<file path="src/rtl/sync_fifo_32x4.sv">
`default_nettype none
// ---------------------------------------------------------------------------
// sync_fifo_32x4 : 32 x 4-bit single-clock FIFO with registered pop data,
// occupancy count, full/empty flags and reject pulses.  Rev 1.0
// ---------------------------------------------------------------------------
module sync_fifo_32x4 #(
  parameter int WIDTH = 4,
  parameter int DEPTH = 32,
  parameter int AW    = 5
) (
  input  logic             clk,
  input  logic             rst_n,
  input  logic             wr_en,
  input  logic [WIDTH-1:0] din,
  input  logic             rd_en,
  output logic [WIDTH-1:0] dout,
  output logic             dout_valid,
  output logic             full,
  output logic             empty,
  output logic [AW:0]      count,
  output logic             overflow,
  output logic             underflow
);

  localparam logic [AW:0] FULL_COUNT = (AW + 1)'(DEPTH);

  logic [WIDTH-1:0] mem [DEPTH];

  logic [AW-1:0]    wr_ptr_q, wr_ptr_d;
  logic [AW-1:0]    rd_ptr_q, rd_ptr_d;
  logic [AW:0]      count_q, count_d;
  logic [WIDTH-1:0] dout_q, dout_d;
  logic             dout_valid_q, dout_valid_d;
  logic             overflow_q, overflow_d;
  logic             underflow_q, underflow_d;

  logic             full_w;
  logic             empty_w;
  logic             rd_acc;
  logic             wr_acc;

  // Flags come only from registered occupancy, never from the request inputs.
  assign full_w  = (count_q == FULL_COUNT);
  assign empty_w = (count_q == '0);

  assign rd_acc = rd_en && !empty_w;
  assign wr_acc = wr_en && (!full_w || rd_acc);

  always_comb begin
    wr_ptr_d     = wr_ptr_q;
    rd_ptr_d     = rd_ptr_q;
    count_d      = count_q;
    dout_d       = dout_q;
    dout_valid_d = rd_acc;
    overflow_d   = wr_en && !wr_acc;
    underflow_d  = rd_en && !rd_acc;

    if (wr_acc) begin
      wr_ptr_d = wr_ptr_q + AW'(1);
    end
    if (rd_acc) begin
      rd_ptr_d = rd_ptr_q + AW'(1);
      // Array read sees pre-edge contents, so a same-address write when full
      // still returns the oldest word.
      dout_d   = mem[rd_ptr_q];
    end

    if (wr_acc && !rd_acc) begin
      count_d = count_q + (AW + 1)'(1);
    end else if (rd_acc && !wr_acc) begin
      count_d = count_q - (AW + 1)'(1);
    end
  end

  always_ff @(posedge clk or negedge rst_n) begin
    if (!rst_n) begin
      wr_ptr_q     <= '0;
      rd_ptr_q     <= '0;
      count_q      <= '0;
      dout_q       <= '0;
      dout_valid_q <= 1'b0;
      overflow_q   <= 1'b0;
      underflow_q  <= 1'b0;
    end else begin
      wr_ptr_q     <= wr_ptr_d;
      rd_ptr_q     <= rd_ptr_d;
      count_q      <= count_d;
      dout_q       <= dout_d;
      dout_valid_q <= dout_valid_d;
      overflow_q   <= overflow_d;
      underflow_q  <= underflow_d;
    end
  end

  // Storage is deliberately left out of reset.
  always_ff @(posedge clk) begin
    if (wr_acc) begin
      mem[wr_ptr_q] <= din;
    end
  end

  assign dout       = dout_q;
  assign dout_valid = dout_valid_q;
  assign full       = full_w;
  assign empty      = empty_w;
  assign count      = count_q;
  assign overflow   = overflow_q;
  assign underflow  = underflow_q;

endmodule
`default_nettype wire
</file>
<file path="config.mk">
export PLATFORM = sky130hd
export DESIGN_NAME = sync_fifo_32x4
export DESIGN_NICKNAME = d
export VERILOG_FILES = /design/src/rtl/sync_fifo_32x4.sv
export SDC_FILE = /design/constraint.sdc
export NUM_CORES = 1
export LEC_CHECK = 0
export CELL_PAD_IN_SITES_DETAIL_PLACEMENT = 1
export CELL_PAD_IN_SITES_GLOBAL_PLACEMENT = 1
export CORE_AREA = 2 2 129 131
export CTS_BUF_LIST = sky130_fd_sc_hd__clkbuf_4
export CTS_CLUSTER_DIAMETER = 60
export DETAILED_ROUTE_END_ITERATION = 7
export DIE_AREA = 0 0 131 133
export GPL_ROUTABILITY_DRIVEN = 0
export PLACE_DENSITY = 0.59
export SLEW_MARGIN = 20
export SYNTH_ARGS = -nofsm -noshare
export SYNTH_HDL_FRONTEND = slang
export SYNTH_SLANG_ARGS = --single-unit
</file>
<file path="constraint.sdc">
create_clock -name clk -period 3.8 [get_ports clk]
set_input_delay 0.76 -clock clk [delete_from_list [all_inputs] [get_ports clk]]
set_output_delay 0.76 -clock clk [all_outputs]
set_load 0.01 [all_outputs]
</file>
Word level (Yosys, flattened, before mapping)
Memory sizes are Yosys's and may differ from the RTL's. A register that Yosys moved wholly into a read port is not among the register bits.
Cells that the tools add are included.
Word-level totals
  bits in registers: 19
  bits in writable memories: 128
  bits of input ports: 8
  output and inout port bits: 15
  word-level logic and storage cells: 30
  memories: 1
Operators by class
  add/subtract/negate cells: 4
  equality and inequality tests: 1
  multiplexer cells: 4
  reductions and logical operators: 14
Memories
  mem: words 32, width 4, read ports 1, clocked after memory_dff 1, write ports 1, line 27  | logic [WIDTH-1:0] mem [DEPTH];
Operator list (count)
  6-bit 2-to-1 mux: 2
  5-bit by 1-bit adder with 5-bit output, second input constant: 2
  6-bit by 1-bit adder with 6-bit output, second input constant: 1
  6-bit == test, second input constant: 1
  1-bit logical AND: 6
  6-bit zero test: 1
  6-bit by 1-bit subtractor with 6-bit output, second input constant: 1
  1-bit zero test: 5
  1-bit 2-to-1 mux: 2
  2-bit nonzero test: 1
  1-bit logical OR: 1

Depth between registers and ports, before layout
Gate-level depths: netlist of the first run.
  depth after elaboration: 9
  mapped depth: 12
  gate-level depth less buffers: 11

Least setup slack after synthesis of the first run
Ideal clock, no wire load.
  path type: register -> register
  start point: register count_q[1], in the netlist count[1]
  end point: register count_q[5], in the netlist count[5]
  setup time: 0.147 ns
  data arrival time: 2.956 ns
  required time: 3.653 ns
  path slack: 0.697 ns
  stages on the path, launching flop included: 13
  path buffers: 1
  period minus slack after synthesis: 3.103 ns
  cell sequence: dfrtp_1 > or4_4 > nor3_2 > nand2b_1 > buf_4 > ha_1 > inv_1 > ha_1 > a21oi_1 > a21boi_0 > o21a_1 > o2111ai_1 > o311ai_0
On the way
  cells in the longest elaborated chain, start to end: 8
  elaborated cells on any way between the ends: 16
  those cells by class: 2 x add/sub; 1 x eq/ne; 2 x mux; 11 x reduce/logical
Ends and longest elaborated chain
  start, declared: line 31  | logic [AW:0] count_q, count_d;
  start signal, assigned: line 87  | count_q <= count_d;
  6-bit zero test *: line 44  | assign empty_w = (count_q == '0);
  net empty: line 19  | output logic empty,
  1-bit zero test *: line 46  | assign rd_acc = rd_en && !empty_w;
  1-bit logical AND *: line 46
  1-bit logical OR: line 47  | assign wr_acc = wr_en && (!full_w || rd_acc);
  1-bit logical AND: line 47
  1-bit zero test: line 70  | end else if (rd_acc && !wr_acc) begin
  1-bit logical AND: line 70
  2-bit nonzero test (no source line)
The timed path passes the listed nets; every way through them passes the cells marked *. The select of a mux whose other input is x is not followed.
A chain may end at the register's enable or synchronous reset.

Final worst setup path of the first run
  start point: register count_q[1], in the netlist count[1]
  end point: register count_q[5], in the netlist count[5]
On the way
  cells in the longest elaborated chain, start to end: 8
  elaborated cells on any way between the ends: 16
  those cells by class: 2 x add/sub; 1 x eq/ne; 2 x mux; 11 x reduce/logical
Ends and longest elaborated chain
  parallel branches: the longest is 8 deep, another holds 6-bit by 1-bit subtractor with 6-bit output
Several ways; the timed one is not identified. The select of a mux whose other input is x is not followed.

==> metrics.log, run 1 <==
[metrics] cell leakage power: 2.32 nW
[metrics] endpoints failing setup: 0
[metrics] pin count of the biggest net entering global routing: 36
[metrics] Worst Max-Slew Pin Slew: 0.813 ns
[metrics] Data arrival, critical path: 3.73 ns
[metrics] fmax: 300 MHz
[metrics] net switching power of the design: 1.63 mW
[metrics] clock slew seen by the registers of the worst setup and hold paths: 0.11 ns
[metrics] flip-flop and latch count after synthesis: 151
[metrics] die boundary width: 131 um
[metrics] Syn Nets: 388
[metrics] number of buffers added for setup after CTS: 0
[metrics] clock tree sinks: 151
[metrics] global-route wire length before repair: 21100 um
[metrics] internal cell power: 3.06 mW
[metrics] part of the Yosys area used for sequential elements: 70.4%
[metrics] logic gate share of total power: 32.5%
[metrics] type of the tightest min-delay check: reg2reg
[metrics] count of antenna-violating nets left after detailed routing: 0
[metrics] Routed WL per cell: 21.3 um
[metrics] share of post-route cells with drive strength above 1: 18.7%
[metrics] initial antenna violation count: 1
[metrics] number of max-cap violations: 0
[metrics] sequential cell area in the final layout: 4420 sq um
[metrics] maximum ir drop on the vdd rail: 0.216 mV
[metrics] Relative slew margins: 45.8%
[metrics] total global-route track usage: 16.9%
[metrics] Pwr per Cell Area: 674 nW/um^2
[metrics] routed vias/inst: 5.22
[metrics] area growth from synthesis to final layout: 11.0%
[metrics] FF-to-FF setup slack: 0.47 ns
[metrics] final critical delay including setup and external delays: 3.33 ns
[metrics] Final Cycle Share: 87.7%
[metrics] Iter 0 DRT Violations: 219
[metrics] Worst Reg-to-Reg Cells: 11
[metrics] kind of critical path: reg2reg
[metrics] final setup skew: 0.0169 ns
[metrics] TritonCTS clock tree: built
[metrics] number of vias in the routed layout: 3296
[metrics] final HPWL from detailed placement: 8920 um
[metrics] floorplan row count: 47
[metrics] Initial DRT Pass Iterations: 4
[metrics] Max Fanout on Critical Path: 6
[metrics] reg2reg end: count[5]
[metrics] drt total wl: 13500 um
[metrics] clk buf depth: 2
[metrics] Sw Share: 34.8%
[metrics] post-detailed-route DRC marker count: 0
[metrics] clk root buf: sky130_fd_sc_hd__clkbuf_4
[metrics] unrepaired setup endpoints after global routing: false
[metrics] Post-Syn Area: 6280 sq um
[metrics] top-level I/O count: 23
[metrics] most frequent cells in the layout: sky130_fd_sc_hd__edfxtp_1, sky130_fd_sc_hd__nor2_1, sky130_fd_sc_hd__mux4_2
[metrics] hold path endpoint: dout[0]
[metrics] setup tns final: 0 ns
[metrics] Hold Fails Final Rpt: 0
[metrics] area of the die: 17400 sq um
[metrics] cell count after synthesis: 368
[metrics] DIE HEIGHT: 133 um
[metrics] Initial Util: 38.8%
[metrics] Min-Delay Path Depth: 2
[metrics] fill cell total of the finished layout: 1579
[metrics] most common library cell in the layout ignoring fill and taps: sky130_fd_sc_hd__edfxtp_1
[metrics] vias in the first global route: 3543
[metrics] Resized Gates After CTS: 0
[metrics] start of the worst register-to-register path: count[1]
[metrics] Worst setup SP type: register
[metrics] startpoint of the lowest-slack hold path: dout[0]
[metrics] endpoint class of the critical path: register
[metrics] outcome: complete, no violations
[metrics] count of distinct cell types in the synthesized netlist: 48
[metrics] number of pins exceeding their max-slew limit in the final report: 0
[metrics] final core utilization: 43.1%
[metrics] layout net count: 418
[metrics] area of the core region: 16200 sq um
[metrics] clock network fraction of design power: 18.9%
[metrics] Critical path origin: count[1]
[metrics] clock insertion delay at the later pin of the skew report: 0.55 ns
[metrics] global-route congestion overflow total: 0
[metrics] number of H-tree levels: 4
[metrics] number of buffers created by CTS: 17
[metrics] portion of total power attributed to sequential cells: 48.6%
[metrics] per-instance average area after synthesis: 17.1 sq um
[metrics] data required time at the worst endpoint: 4.20 ns
[metrics] count of input and output buffers: 22
[metrics] total of warnings raised by yosys: 0
[metrics] area of combinational cells with multiple inputs: 1710 sq um
[metrics] Hold Buf Count CTS: 0
## critical path, cell delays in order (launching register included)
cell and delay (ns):
sky130_fd_sc_hd__dfrtp_1 0.45, sky130_fd_sc_hd__or4_4 0.58, sky130_fd_sc_hd__nor3_2 0.16, sky130_fd_sc_hd__nand2b_1 0.17, sky130_fd_sc_hd__ha_1 0.31, sky130_fd_sc_hd__inv_1 0.20, sky130_fd_sc_hd__ha_1 0.34, sky130_fd_sc_hd__a21oi_1 0.19
sky130_fd_sc_hd__a21boi_0 0.18, sky130_fd_sc_hd__o21a_1 0.24, sky130_fd_sc_hd__o2111ai_1 0.21, sky130_fd_sc_hd__o311ai_0 0.17
## per-stage QoR
stage               instance area (sq um)  hold WS (ns)  power (mW)  setup slack (ns)  instances
finish                               6970         0.493        4.70             0.468        632
global route                         6970         0.559        5.00             0.172        632
CTS                                  6980         0.501        4.77             0.458        631
detailed placement                   6730         0.472        3.87             0.163        599
global placement                     6730         0.470        3.83             0.375        599
floorplan                            6280         0.464        3.32             0.697        368
## state kept, by name, summed over array words and instances (netlist names)
signal / cells
mem: 128
count: 6
rd_ptr_q: 5
wr_ptr_q: 5
dout: 4
dout_valid: 1
overflow: 1
underflow: 1
## synth_stat cells, drive strengths merged
| cell type | number | share of area [%] |
|---|---|---|
| a21boi | 1 | 0.12 |
| a21o | 1 | 0.12 |
| a21oi | 4 | 0.32 |
| a22o | 2 | 0.28 |
| a22oi | 7 | 0.84 |
| a31oi | 1 | 0.10 |
| and2 | 1 | 0.10 |
| and3 | 1 | 0.10 |
| buf | 13 | 1.3 |
| clkbuf | 6 | 0.36 |
| dfrtp | 23 | 9.2 |
| edfxtp | 128 | 61 |
| fa | 1 | 0.32 |
| ha | 11 | 2.2 |
| inv | 11 | 0.66 |
| mux2 | 2 | 0.36 |
| mux2i | 7 | 1.1 |
| mux4 | 32 | 12 |
| nand2 | 22 | 1.4 |
| nand2b | 1 | 0.10 |
| nand3 | 7 | 0.56 |
| nand3b | 3 | 0.36 |
| nand4 | 2 | 0.20 |
| nor2 | 40 | 2.4 |
| nor2b | 2 | 0.20 |
| nor3 | 3 | 0.32 |
| nor3b | 1 | 0.12 |
| nor4 | 2 | 0.20 |
| o2111ai | 3 | 0.42 |
| o21a | 1 | 0.12 |
| o21ai | 10 | 0.80 |
| o311ai | 1 | 0.14 |
| o31ai | 1 | 0.12 |
| o41a | 1 | 0.18 |
| or2 | 1 | 0.10 |
| or3 | 3 | 0.30 |
| or3b | 1 | 0.14 |
| or4 | 1 | 0.18 |
| xnor2 | 8 | 1.1 |
| xor2 | 2 | 0.28 |
## final cells by class
cell class,instances,share of cell area [%]
clock inverters,14,1.56
flip-flops and latches,151,63.4
repair buffers,30,3.88
clock buffers,18,1.94
multi-input cells,187,24.6
diodes,1,0.0359
inverters,11,0.593
well taps,220,3.95
## power groups by stage
stage	registers (mW)	logic (mW)	clock network [mW]
after floorplan	2.14	1.18	0
after global placement	2.31	1.52	0
after detailed placement	2.33	1.55	0
after CTS	2.29	1.55	0.927
after global routing	2.33	1.68	0.988
final	2.28	1.53	0.889
## cell families (layout without fill, tap and decap cells)
family | after synthesis | count (layout) | share of synthesized area [%]
xor gates and xnor gates | 10 | 10 | 1.40
AOI/OAI and AO/OA | 33 | 33 | 3.55
muxes | 41 | 41 | 13.1
other | 0 | 1 | 0
DFF | 151 | 151 | 70.4
adders and majority gates | 12 | 12 | 2.51
buffers and inverters | 30 | 73 | 2.27
and+or+nand+nor | 91 | 91 | 6.72
## layer usage
layer	wire length [um]	vias to the layer above	GRT usage, %
met2	6600	63	26.0
met3	568	22	4.49
li1	-	1489	-
met5	0	-	0
met1	6070	1722	23.0
met4	233	0	6.15
## worst max-delay path by stage
stage | to | slack, ns | cells past startpoint
4_1_cts | full | 0.46 | 4
6_report | count[5] | 0.47 | 11
2_1_floorplan | count[5] | 0.70 | 12
3_5_place_dp | count[5] | 0.16 | 10
5_1_grt | count[5] | 0.17 | 11
3_3_place_gp | count[5] | 0.37 | 10
No activity file was read; power rests on OpenSTA's default activity.
==> run 2: changes to the inputs <==
Settings changed: CORE_AREA 2 2 129 131 to 5 5 132 134, DIE_AREA 0 0 131 133 to 0 0 137 139, HOLD_SLACK_MARGIN set to 0.08, RECOVER_POWER set to 25.
==> metrics.log, run 2 (synthesis gave the netlist of run 1 again) <==
[metrics] FF-to-FF setup slack: 0.52 ns (+0.06 ns)
[metrics] most frequent cells in the layout: sky130_fd_sc_hd__edfxtp_1, sky130_fd_sc_hd__nor2_1, sky130_fd_sc_hd__mux4_2
[metrics] total global-route track usage: 15.1% (-1.7 points)
[metrics] slowest cell on the critical path: sky130_fd_sc_hd__or4_4
[metrics] initial antenna violation count: 1 (unchanged)
[metrics] clock network fraction of design power: 21.6% (+2.7 points)
[metrics] internal cell power: 3.23 mW (+5.3%)
[metrics] net switching power of the design: 1.64 mW (+0.36%)
[metrics] fmax: 305 MHz (+1.7%)
[metrics] floorplan row count: 47 (unchanged)
[metrics] Final Cycle Share: 86.2% (-1.4 points)
[metrics] area of combinational cells with multiple inputs: 1710 sq um (unchanged)
[metrics] area growth from synthesis to final layout: 12.2%
[metrics] global-route congestion overflow total: 0 (unchanged)
[metrics] Worst Max-Slew Pin Slew: 1.43 ns (+0.614 ns)
[metrics] most flop-heavy register: mem
[metrics] final setup skew: 0.0279 ns (+0.0110 ns)
[metrics] Worst Reg-to-Reg Cells: 10 (-1)
[metrics] buffers plus inverters on the worst setup path: 1 (unchanged)
[metrics] kind of critical path: reg2reg
[metrics] number of max-cap violations: 0 (unchanged)
[metrics] Min-Delay Path Depth: 2 (unchanged)
[metrics] Relative slew margins: 4.85% (-41 points)
[metrics] drt total wl: 13300 um (-1.3%)
[metrics] clk root buf: sky130_fd_sc_hd__clkbuf_4
[metrics] area of the die: 19000 sq um (+9.3%)
[metrics] Pwr per Cell Area: 691 nW/um^2 (+2.5%)
[metrics] top-level I/O count: 23 (unchanged)
[metrics] met3 track utilization from global routing: 3.63% (-0.86 points)
[metrics] Post-Place Worst Slack: 0.262 ns (+0.0986 ns)
[metrics] number of buffers added for setup after CTS: 0 (unchanged)
[metrics] Data arrival, critical path: 3.70 ns (-0.03 ns)
[metrics] global-route wire length before repair: 21100 um (about the same)
[metrics] startpoint of the lowest-slack hold path: dout[0]
[metrics] Initial Util: 38.8% (unchanged)
[metrics] unrepaired setup endpoints after global routing: false
[metrics] endpoints failing setup: 0 (unchanged)
[metrics] DIE HEIGHT: 139 um (+4.5%)
[metrics] most common library cell in the layout ignoring fill and taps: sky130_fd_sc_hd__edfxtp_1
[metrics] max reg flops: 128 (unchanged)
[metrics] clock insertion delay at the later pin of the skew report: 0.56 ns (about the same)
[metrics] setup tns final: 0 ns (unchanged)
[metrics] clock slew seen by the registers of the worst setup and hold paths: 0.13 ns (+0.02 ns)
[metrics] final HPWL from detailed placement: 9090 um (+1.9%)
[metrics] cell leakage power: 2.34 nW (+0.96%)
[metrics] Sw Share: 33.7% (-1.1 points)
[metrics] number of buffers created by CTS: 17 (unchanged)
[metrics] type of the tightest min-delay check: reg2reg
[metrics] Iter 0 DRT Violations: 222 (+1.4%)
[metrics] Critical Path, Cell by Cell: or4_4 > o41a_1 > ha_1 > inv_1 > ha_1 > a21oi_1 > a21boi_0 > o21a_1 > o2111ai_1 > o311ai_0
[metrics] sequential cell area in the final layout: 4420 sq um (unchanged)
[metrics] Routed WL per cell: 21.0 um (-1.7%)
[metrics] Worst setup SP type: register
[metrics] number of pins exceeding their max-slew limit in the final report: 0 (unchanged)
[metrics] maximum ir drop on the vdd rail: 0.281 mV (+30%)
[metrics] busiest layer in global routing: met2
[metrics] count of antenna-violating nets left after detailed routing: 0 (unchanged)
[metrics] count of input and output buffers: 22 (unchanged)
[metrics] min setup slack post-route: 0.523 ns (+0.0551 ns)
[metrics] portion of total power attributed to sequential cells: 47.6% (-1.0 points)
[metrics] fill cell total of the finished layout: 1558 (-1.3%)
[metrics] clk buf depth: 2 (unchanged)
[metrics] CP Depth: 10 (-1)
[metrics] layout net count: 421 (+0.72%)
[metrics] pin count of the biggest net entering global routing: 33 (-8.3%)
[metrics] met1 capacity usage during global routing: 20.1% (-2.9 points)
[metrics] Max Fanout on Critical Path: 6 (unchanged)
[metrics] Resized Gates After CTS: 0 (unchanged)
[metrics] Initial DRT Pass Iterations: 6 (+2)
[metrics] final core utilization: 43.5% (+0.46 points)
[metrics] vias in the first global route: 3620 (+2.2%)
[metrics] number of H-tree levels: 4 (unchanged)
[metrics] Hold Fails Final Rpt: 0 (unchanged)
[metrics] reg2reg end: count[5]
[metrics] area of the core region: 16200 sq um (unchanged)
[metrics] number of vias in the routed layout: 3233 (-1.9%)
[metrics] met2 Use GR: 24.1% (-1.9 points)
[metrics] share of post-route cells with drive strength above 1: 18.4% (-0.38 points)
[metrics] TritonCTS clock tree: built
[metrics] slowest stage delay, CP: 0.57 ns (about the same)
[metrics] routed vias/inst: 5.09 (-2.4%)
[metrics] die boundary width: 137 um (+4.6%)
[metrics] hold path endpoint: dout[0]
[metrics] endpoint class of the critical path: register
[metrics] Hold Buf Count CTS: 0 (unchanged)
[metrics] logic gate share of total power: 30.8% (-1.7 points)
[metrics] cell family contributing the most delay on the critical path: compound AO/OA/AOI/OAI gates
[metrics] most common cell type on the critical path: sky130_fd_sc_hd__ha_1
[metrics] final critical delay including setup and external delays: 3.28 ns (-0.0551 ns)
[metrics] post-detailed-route DRC marker count: 0 (unchanged)
[metrics] outcome: complete, no violations
[metrics] data required time at the worst endpoint: 4.22 ns (+0.02 ns)
[metrics] clock tree sinks: 151 (unchanged)
[metrics] start of the worst register-to-register path: count[1]
-- run 2: power groups by stage --
| stage | registers (mW) | clock network (mW) | logic (mW) |
|---|---|---|---|
| final | 2.32 | 1.05 | 1.50 |
| after global routing | 2.36 | 1.15 | 1.65 |
| after CTS | 2.33 | 1.08 | 1.53 |
| after detailed placement | 2.36 | 0 | 1.52 |
| after global placement | 2.35 | 0 | 1.49 |
| after floorplan | 2.14 | 0 | 1.18 |
-- run 2: worst max path at each step --
stage / start / to / slack [ns]
5_1_grt: count[1] / count[5] / 0.31
6_report: count[1] / count[5] / 0.52
3_5_place_dp: rd_en / count[5] / 0.26
3_3_place_gp: rd_en / count[5] / 0.38
4_1_cts: count[1] / full / 0.48
2_1_floorplan: count[1] / count[5] / 0.70
-- run 2: stage by stage --
step	hold WS, ns	cells	power (mW)	instance area [sq um]
after detailed placement	0.481	602	3.89	6750
final	0.497	635	4.87	7040
after floorplan	0.464	368	3.32	6280
after global routing	0.545	635	5.16	7040
after global placement	0.472	602	3.84	6750
after CTS	0.511	634	4.94	7060
-- run 2: worst register-to-register path, cell delays in order (launching register included) --
cell and delay, ns:
sky130_fd_sc_hd__dfrtp_1 0.44, sky130_fd_sc_hd__or4_4 0.58, sky130_fd_sc_hd__o41a_1 0.35, sky130_fd_sc_hd__ha_1 0.27
sky130_fd_sc_hd__inv_1 0.20, sky130_fd_sc_hd__ha_1 0.29, sky130_fd_sc_hd__a21oi_1 0.20, sky130_fd_sc_hd__a21boi_0 0.17
sky130_fd_sc_hd__o21a_1 0.24, sky130_fd_sc_hd__o2111ai_1 0.23, sky130_fd_sc_hd__o311ai_0 0.16
-- run 2: per-layer routing --
metal  vias up  routed length, um
met5         -                  0
met4         0                238
met1      1668               5990
met3        17                348
li1       1498                  -
met2        50               6730
-- run 2: final cells by class --
cell class / instances / area share (%)
multi-input combinational: 187 / 24.3
clock buffer: 20 / 2.13
timing repair buffer: 33 / 4.05
clock inverter: 12 / 2.17
tap: 220 / 3.91
antenna: 1 / 0.0355
sequential: 151 / 62.8
inverter: 11 / 0.586
==> run 3: changes to the inputs <==
Settings changed: PLACE_DENSITY 0.59 to 0.62, SLEW_MARGIN 20 to 10.
Clock period 3.8 ns to 2.7 ns, I/O delays scaled along.
==> metrics.log, run 3 (synthesis gave the netlist of run 1 again) <==
[metrics] outcome: finished, violations left
[metrics] violated checks: negative setup slack
[metrics] area of the die: 19000 sq um (unchanged)
[metrics] total non-filler cell area in the finished layout: 7300 sq um (+3.6%)
[metrics] number of max-cap violations: 0 (unchanged)
[metrics] ant diodes: 0 (-1)
[metrics] most frequent cells in the layout: sky130_fd_sc_hd__edfxtp_1, sky130_fd_sc_hd__nor2_1, sky130_fd_sc_hd__mux4_2, sky130_fd_sc_hd__buf_4, sky130_fd_sc_hd__dfrtp_1
[metrics] clock insertion delay at the later pin of the skew report: 0.54 ns (-0.02 ns)
[metrics] hold slack: 0.513 ns (+0.0157 ns)
[metrics] non-filler cells, final: 659 (+3.8%)
[metrics] TritonCTS clock tree: built
[metrics] number of pins exceeding their max-slew limit in the final report: 0 (unchanged)
[metrics] clk root buf: sky130_fd_sc_hd__clkbuf_4
[metrics] Final Cycle Share: 103% (+17 points)
[metrics] global-route congestion overflow total: 0 (unchanged)
[metrics] final HPWL from detailed placement: 9120 um (+0.30%)
[metrics] type of the tightest min-delay check: reg2reg
[metrics] Worst Max-Slew Pin Slew: 1.43 ns (+0.00269 ns)
[metrics] Routed WL per cell: 20.3 um (-3.3%)
[metrics] count of antenna-violating nets left after detailed routing: 0 (unchanged)
[metrics] min setup slack post-route: -0.0807 ns (-0.604 ns)
[metrics] endpoint class of the critical path: register
[metrics] count of input and output buffers: 22 (unchanged)
[metrics] number of buffers created by CTS: 17 (unchanged)
[metrics] Iter 0 DRT Violations: 173 (-22%)
[metrics] area of the core region: 16200 sq um (unchanged)
[metrics] top-level I/O count: 23 (unchanged)
[metrics] vias in the first global route: 3672 (+1.4%)
[metrics] pin count of the biggest net entering global routing: 36 (+9.1%)
[metrics] maximum ir drop on the vdd rail: 0.412 mV (+47%)
[metrics] global-route wire length before repair: 21100 um (about the same)
[metrics] area growth from synthesis to final layout: 16.3%
[metrics] Hold Buf Count CTS: 0 (unchanged)
[metrics] clk buf depth: 2 (unchanged)
[metrics] Pwr per Cell Area: 960 nW/um^2 (+39%)
[metrics] share of post-route cells with drive strength above 1: 25.7% (+7.4 points)
[metrics] kind of critical path: reg2reg
[metrics] drt total wl: 13300 um (+0.32%)
[metrics] most common library cell in the layout ignoring fill and taps: sky130_fd_sc_hd__edfxtp_1
[metrics] Initial DRT Pass Iterations: 4 (-2)
[metrics] Max Fanout on Critical Path: 5 (-1)
[metrics] Relative slew margins: 4.67% (-0.18 points)
[metrics] clock slew seen by the registers of the worst setup and hold paths: 0.13 ns (about the same)
[metrics] Data arrival, critical path: 3.20 ns (-0.50 ns)
[metrics] unrepaired setup endpoints after global routing: true
[metrics] layout net count: 446 (+5.9%)
[metrics] Worst setup SP type: register
[metrics] floorplan row count: 47 (unchanged)
[metrics] total global-route track usage: 14.9% (-0.22 points)
[metrics] final setup skew: 0.0173 ns (-0.0106 ns)
[metrics] Initial Util: 38.8% (unchanged)
[metrics] fmax: 360 MHz (+18%)
[metrics] max reg flops: 128 (unchanged)
[metrics] Hold Fails Final Rpt: 0 (unchanged)
[metrics] data required time at the worst endpoint: 3.12 ns (-1.10 ns)
[metrics] clock tree sinks: 151 (unchanged)
[metrics] routed vias/inst: 5.10 (+0.26%)
[metrics] number of vias in the routed layout: 3364 (+4.1%)
[metrics] initial antenna violation count: 0 (-1)
[metrics] post-detailed-route DRC marker count: 0 (unchanged)
[metrics] endpoints failing setup: 2 (+2)
[metrics] number of H-tree levels: 4 (unchanged)
[metrics] DIE HEIGHT: 139 um (unchanged)
[metrics] cell leakage power: 2.48 nW (+5.7%)
[metrics] final critical delay including setup and external delays: 2.78 ns (-0.496 ns)
[metrics] Cells after DPL: 624 (+3.7%)
[metrics] most flop-heavy register: mem
[metrics] FF-to-FF setup slack: -0.08 ns (-0.60 ns)
[metrics] die boundary width: 137 um (unchanged)
[metrics] Post-Place Cell Area: 6990 sq um (+3.4%)
==> run 3: worst paths after layout <==
path	startpoint	endpoint	depth (start not counted)
setup / recovery	count[3]	count[5]	10
hold / removal	dout[1]	dout[1]	2
setup reg to reg	count[3]	count[5]	10
hold reg to reg	dout[1]	dout[1]	2
max in group asynchronous	rst_n	rd_ptr_q[0]	2
min in group asynchronous	rst_n	dout[1]	2
==> run 3: power by group <==
group          switching [mW]  internal, mW
Sequential              0.325          2.80
Clock                   0.785         0.547
Combinational            1.28          1.27
Total                    2.39          4.62
==> run 3: stage by stage <==
stage               util (%)  power [mW]  setup slack [ns]  TNS, ns
finish                  45.1        7.01           -0.0807   -0.136
global route            45.1        7.44            -0.166   -0.391
CTS                     45.0        7.08           -0.0833  -0.0833
detailed placement      43.2        5.70            -0.224   -0.343
global placement        43.2        5.62           -0.0848   -0.154
floorplan                  -        4.72           -0.0498  -0.0498
==> run 3: cell type report <==
class / count / area (sq um)
inverter: 11 / 43.8
fill: 1595 / 8870
timing repair buffer: 58 / 498
clock inverter: 14 / 135
sequential: 151 / 4420
multi-input combinational: 187 / 1790
tap: 220 / 275
clock buffer: 18 / 135
==> run 3: repair_timing <==
item	4_1_cts	5_1_grt
setup endpoints to repair	4	6
pin swaps	0	4
setup buffers	1	2
resized for setup	9	8
==> run 3: worst max-delay path, stage by stage, from the launching register on <==
cell	delay [ns]
sky130_fd_sc_hd__dfrtp_1	0.41
sky130_fd_sc_hd__or4_4	0.58
sky130_fd_sc_hd__o41a_1	0.38
sky130_fd_sc_hd__ha_4	0.21
sky130_fd_sc_hd__inv_4	0.08
sky130_fd_sc_hd__ha_4	0.21
sky130_fd_sc_hd__a21oi_4	0.14
sky130_fd_sc_hd__a21boi_2	0.10
sky130_fd_sc_hd__o21a_1	0.22
sky130_fd_sc_hd__o2111ai_1	0.21
sky130_fd_sc_hd__o311ai_1	0.13
==> run 3: metal layers <==
| metal | up-vias | global-route usage, % | wire, um |
|---|---|---|---|
| met2 | 66 | 23.2 | 6630 |
| met4 | 0 | 6.04 | 281 |
| met5 | - | 0 | 0 |
| met1 | 1730 | 20.0 | 5950 |
| li1 | 1544 | - | - |
| met3 | 24 | 3.74 | 481 |
